===== src/rtl/gf2_div_pkg.sv =====
// Shared sizing and state encoding for the sequential GF(2) polynomial divider.
package gf2_div_pkg;

  localparam int DW = 19;
  localparam int VW = 10;
  localparam int QW = DW;
  localparam int RW = VW - 1;
  localparam int SW = $clog2(VW);
  // Iteration counter must hold DW + (VW-1).
  localparam int NW = $clog2(DW + VW);

  localparam logic [1:0] ST_IDLE = 2'd0;
  localparam logic [1:0] ST_NORM = 2'd1;
  localparam logic [1:0] ST_DIV  = 2'd2;
  localparam logic [1:0] ST_DONE = 2'd3;

endpackage


===== src/rtl/gf2_div_step.sv =====
// One long-division iteration over GF(2): shift in one dividend bit, conditionally subtract (XOR) the normalized divisor.
module gf2_div_step
  import gf2_div_pkg::*;
(
  input  logic [RW-1:0] r_i,
  input  logic          bit_i,
  input  logic [VW-1:0] b_i,
  output logic [RW-1:0] r_o,
  output logic          qbit_o
);

  logic [VW-1:0] t;
  logic [VW-1:0] t_sub;

  always_comb begin
    t      = {r_i, bit_i};
    qbit_o = t[VW-1];
    // b_i has its MSB set, so the XOR always clears t[VW-1] when qbit is 1.
    t_sub  = qbit_o ? (t ^ b_i) : t;
    r_o    = t_sub[RW-1:0];
  end

endmodule


===== src/rtl/gf2_poly_divider.sv =====
// Sequential GF(2) polynomial divider: normalizes the divisor, then produces one quotient bit per cycle.
module gf2_poly_divider
  import gf2_div_pkg::*;
(
  input  logic          clk,
  input  logic          rst_n,
  input  logic          start_i,
  input  logic [DW-1:0] dividend_i,
  input  logic [VW-1:0] divisor_i,
  output logic          ready_o,
  output logic          valid_o,
  output logic [QW-1:0] quotient_o,
  output logic [RW-1:0] remainder_o,
  output logic          div_zero_o
);

  logic [1:0]    state_q, state_d;
  logic [DW-1:0] a_q, a_d;
  logic [VW-1:0] b_q, b_d;
  logic [RW-1:0] r_q, r_d;
  logic [QW-1:0] q_q, q_d;
  logic [SW-1:0] s_q, s_d;
  logic [NW-1:0] n_q, n_d;
  logic          valid_q, valid_d;
  logic [QW-1:0] quo_q, quo_d;
  logic [RW-1:0] rem_q, rem_d;
  logic          dz_q, dz_d;

  logic [RW-1:0] step_r;
  logic          step_qbit;
  logic [QW-1:0] q_shift;

  // a_q shifts left each DIV cycle and fills with zeros, giving the a(x)*x^s stream.
  gf2_div_step u_step (
    .r_i    (r_q),
    .bit_i  (a_q[DW-1]),
    .b_i    (b_q),
    .r_o    (step_r),
    .qbit_o (step_qbit)
  );

  assign q_shift = {q_q[QW-2:0], step_qbit};

  always_comb begin
    state_d = state_q;
    a_d     = a_q;
    b_d     = b_q;
    r_d     = r_q;
    q_d     = q_q;
    s_d     = s_q;
    n_d     = n_q;
    valid_d = 1'b0;
    quo_d   = quo_q;
    rem_d   = rem_q;
    dz_d    = dz_q;
    case (state_q)
      ST_IDLE: begin
        if (start_i) begin
          a_d     = dividend_i;
          b_d     = divisor_i;
          s_d     = '0;
          state_d = ST_NORM;
        end
      end
      ST_NORM: begin
        if (b_q == '0) begin
          state_d = ST_DONE;
          valid_d = 1'b1;
          quo_d   = '0;
          rem_d   = '0;
          dz_d    = 1'b1;
        end else if (!b_q[VW-1]) begin
          b_d = b_q << 1;
          s_d = s_q + SW'(1);
        end else begin
          r_d     = '0;
          q_d     = '0;
          n_d     = NW'(DW) + NW'(s_q);
          state_d = ST_DIV;
        end
      end
      ST_DIV: begin
        a_d = a_q << 1;
        r_d = step_r;
        q_d = q_shift;
        n_d = n_q - NW'(1);
        if (n_q == NW'(1)) begin
          state_d = ST_DONE;
          valid_d = 1'b1;
          quo_d   = q_shift;
          // Remainder was computed against b*x^s, so undo the normalization shift.
          rem_d   = step_r >> s_q;
          dz_d    = 1'b0;
        end
      end
      default: begin
        state_d = ST_IDLE;
      end
    endcase
  end

  always_ff @(posedge clk) begin
    if (!rst_n) begin
      state_q <= ST_IDLE;
      valid_q <= 1'b0;
      quo_q   <= '0;
      rem_q   <= '0;
      dz_q    <= 1'b0;
    end else begin
      state_q <= state_d;
      valid_q <= valid_d;
      quo_q   <= quo_d;
      rem_q   <= rem_d;
      dz_q    <= dz_d;
    end
  end

  // Working datapath registers are only meaningful once loaded, so they carry no reset.
  always_ff @(posedge clk) begin
    a_q <= a_d;
    b_q <= b_d;
    r_q <= r_d;
    q_q <= q_d;
    s_q <= s_d;
    n_q <= n_d;
  end

  assign ready_o     = (state_q == ST_IDLE);
  assign valid_o     = valid_q;
  assign quotient_o  = quo_q;
  assign remainder_o = rem_q;
  assign div_zero_o  = dz_q;

endmodule


===== config.mk =====
export PLATFORM = sky130hd
export DESIGN_NAME = gf2_poly_divider
export DESIGN_NICKNAME = d
export VERILOG_FILES = /design/src/rtl/gf2_div_pkg.sv /design/src/rtl/gf2_div_step.sv /design/src/rtl/gf2_poly_divider.sv
export SDC_FILE = /design/constraint.sdc
export NUM_CORES = 1
export LEC_CHECK = 0
export BUFFER_PORTS_ARGS = -buffer_cell sky130_fd_sc_hd__buf_2
export CAP_MARGIN = 40
export CORE_MARGIN = 2
export CORE_UTILIZATION = 50
export CTS_CLUSTER_DIAMETER = 30
export DETAILED_ROUTE_END_ITERATION = 8
export GPL_TIMING_DRIVEN = 0
export MAX_ROUTING_LAYER = met4
export PLACE_DENSITY_LB_ADDON = 0.3
export SLEW_MARGIN = 0
export SYNTH_ARGS = -nofsm -noshare
export SYNTH_HDL_FRONTEND = slang
export SYNTH_HIERARCHICAL = 1
export SYNTH_SLANG_ARGS = --single-unit
export TNS_END_PERCENT = 20

===== constraint.sdc =====
create_clock -name clk -period 2.7 [get_ports clk]
set_input_delay 0.54 -clock clk [delete_from_list [all_inputs] [get_ports clk]]
set_output_delay 0.54 -clock clk [all_outputs]
set_load 0.05 [all_outputs]

==> out/metrics.cfg <==
[global_routing]
grt_max_degree = 21
grt.total_usage_pct = 20.4
antenna_found_initial = 0
grt_pass1_wl_um = 15400
overflow = 0
first_global_vias = 3115

[floorplanning]
initial_core_util_pct = 52.2
fp.dieH_um = 99.9
coreArea_um2 = 8810
rows = 34
die_area_um2 = 9980
die_w_um = 99.9
io_pins = 63

[place]
io_buffer_count = 61
hpwl_um = 6740
placed_area_um2 = 5100
finalWeightedCongestion = 0.847

[min_path]
holdCritPathClass = in2reg

[setup_path]
worstPathMaxFanout = 9
arrival_ns = 2.36
cp-start-kind = register
critical_path_class = reg2reg
critPathRequiredTime_ns = 2.78
worst_setup_path_end_kind = register

[synth]
synthTopCellsByArea = edfxtp_1 (42%), dfxtp_1 (14%), mux2_2 (4.4%)
synth_ff_type = edfxtp_1
synth_cell_types = 48
syn_area_um2 = 4600
yosysMostFrequentCell = edfxtp_1
ys_seq_area_share_pct = 56.4
synth_top_cells_by_count = edfxtp_1 (65), dfxtp_1 (32), and2_1 (29), a21oi_1 (28), nand2_1 (24)
ys_async_sr_fraction_pct = 0
syn_area_per_cell_um2 = 11.8
synth_edf_count = 65
synthesis.nets = 429
yosys_register_bits = 97
yosysTopAreaCellShare_pct = 42.4
syn_inst = 389
yosysTopAreaCell = edfxtp_1
yosysWarnings = 6

[timing]
finalSetupViolations = 0
period_minus_slack_ns = 2.27
fin_tns_setup_ns = 0
rsz0062_at_grt = no
finClkSkew_ns = 0.0137
worst_slew_pin_slew_ns = 0.696
slew_viol_final = 0
fmax_ghz = 0.440
fin_crit_sh_pct = 84.1
hold_violations = 0
maxSlewHeadroom_pct = 53.6

[route]
drt_pre_antenna_iters = 4
dr_total_vias = 3214
ant_nets = 0
avgRoutedWirePerCell_um = 16.1
via_per_inst = 5.57
drtIter0Drc = 154
route.detailed.drc = 0
finalWirelength_um = 9270

[power]
ir_worst_vdd_uv = 525
powerDensity_nw_per_um2 = 1220
total_power_w = 0.00644
p_leak_nw = 1.98

[cells_and_area]
seqCellArea_um2 = 2590
diodes = 0
drive_above_1_share_pct = 26.2
syn_to_final_growth_pct = 15.0
final_area_um2 = 5290
nets = 504
n_fill_cell = 745
multi_input_area_um2 = 1820

[run]
drv_cap = 0

[cts]
cts_buffers = 9
postCtsSetupBuffers = 0
clkLatencyLatePin_ns = 0.38
cts_buffer_depth = 2
cts_tree = done
cts_resized = 0
h-tree-depth = 3
hold_buffers = 0
clock_sinks = 97
cts-root-buf = clkbuf_8
path_clk_slew_ns = 0.10

[status]
status = completed

==> worst max-delay path, cell delays in order, from the launching register on <==
cell      delay (ns)
dfxtp_1         0.35
inv_1           0.08
ha_1            0.19
nor2b_1         0.14
clkbuf_1        0.31
o31ai_1         0.16
a21boi_1        0.52
buf_6           0.23
==> flip-flops by register name, summed over array words and instances (netlist names) <==
register	flops
quotient_o	19
div_zero_o	1
n_q	5
b_q	10
a_q	19
valid_o	1
state_q	2
q_q	18
remainder_o	9
r_q	9
s_q	4
==> power breakdown <==
group / total [W] / leakage [nW] / switching [W] / internal, W
clock network: 0.000952 / 0.102 / 0.000567 / 0.000384
logic: 0.00278 / 0.989 / 0.00171 / 0.00107
registers: 0.00271 / 0.886 / 0.000348 / 0.00236
total: 0.00644 / 1.98 / 0.00263 / 0.00381
==> path summary, 6_finish.rpt <==
kind                    end      startpoint  cells past startpoint  slack, ns
max                  b_q[5]      state_q[1]                      7       0.43
min                  b_q[2]    divisor_i[2]                      2       0.45
max reg2reg          b_q[5]      state_q[1]                      7       0.43
min reg2reg  remainder_o[5]  remainder_o[5]                      2       0.46
==> cells by family (layout without fill, tap and decap cells) <==
group / Yosys count / count (layout) / share of synthesized area, %
AND/OR/NAND/NOR: 113 / 113 / 14.6
flip-flops: 97 / 97 / 56.4
AO/OA/AOI/OAI: 77 / 77 / 10.3
buffers and inverters: 41 / 121 / 4.19
multiplexers: 37 / 37 / 9.36
XOR/XNOR: 16 / 16 / 3.05
adder cells (fa/ha/maj): 8 / 8 / 2.18
==> cells in the final DEF (no fill, tap or decap), drive strengths merged, types with 4 or more instances in the layout <==
cell    instances
a21oi          28
mux2           18
inv            19
dfxtp          32
nor4            4
o22ai           4
xor2            6
and2           29
mux2i          16
nand2          25
clkbuf         26
nand3           5
nor2           12
a22o            7
o21ai          28
nand2b          4
edfxtp         65
xnor2          10
ha              8
nand4          20
buf            76
==> metal layers <==
layer | vias to the layer above | share of wire (%) | wire length (um) | track usage [%]
li1 | 1579 | - | - | -
met2 | 98 | 46 | 4240 | 29.8
met5 | - | 0 | 0 | -
met4 | 0 | 0.88 | 82 | 5.69
met1 | 1530 | 47 | 4380 | 28.7
met3 | 7 | 6.1 | 563 | 4.74
==> stage by stage <==
stage | setup slack, ns | util [%] | hold slack (ns) | std cells
floorplan | 0.472 | - | 0.484 | 389
global placement | 0.0812 | 57.2 | 0.443 | 558
detailed placement | 0.445 | 57.9 | 0.445 | 561
CTS | 0.411 | 60.1 | 0.426 | 577
global route | 0.254 | 60.1 | 0.438 | 577
finish | 0.428 | 60.1 | 0.446 | 577
==> layout make-up <==
type	instances	share of cell area (%)
well taps	108	2.55
multi-input cells	251	34.4
repair buffers	64	6.79
inverters	13	0.922
plain buffers	28	2.72
clock inverters	6	1.04
flip-flops and latches	97	49.0
clock buffers	10	2.60
(Power assumes the default switching activity.)
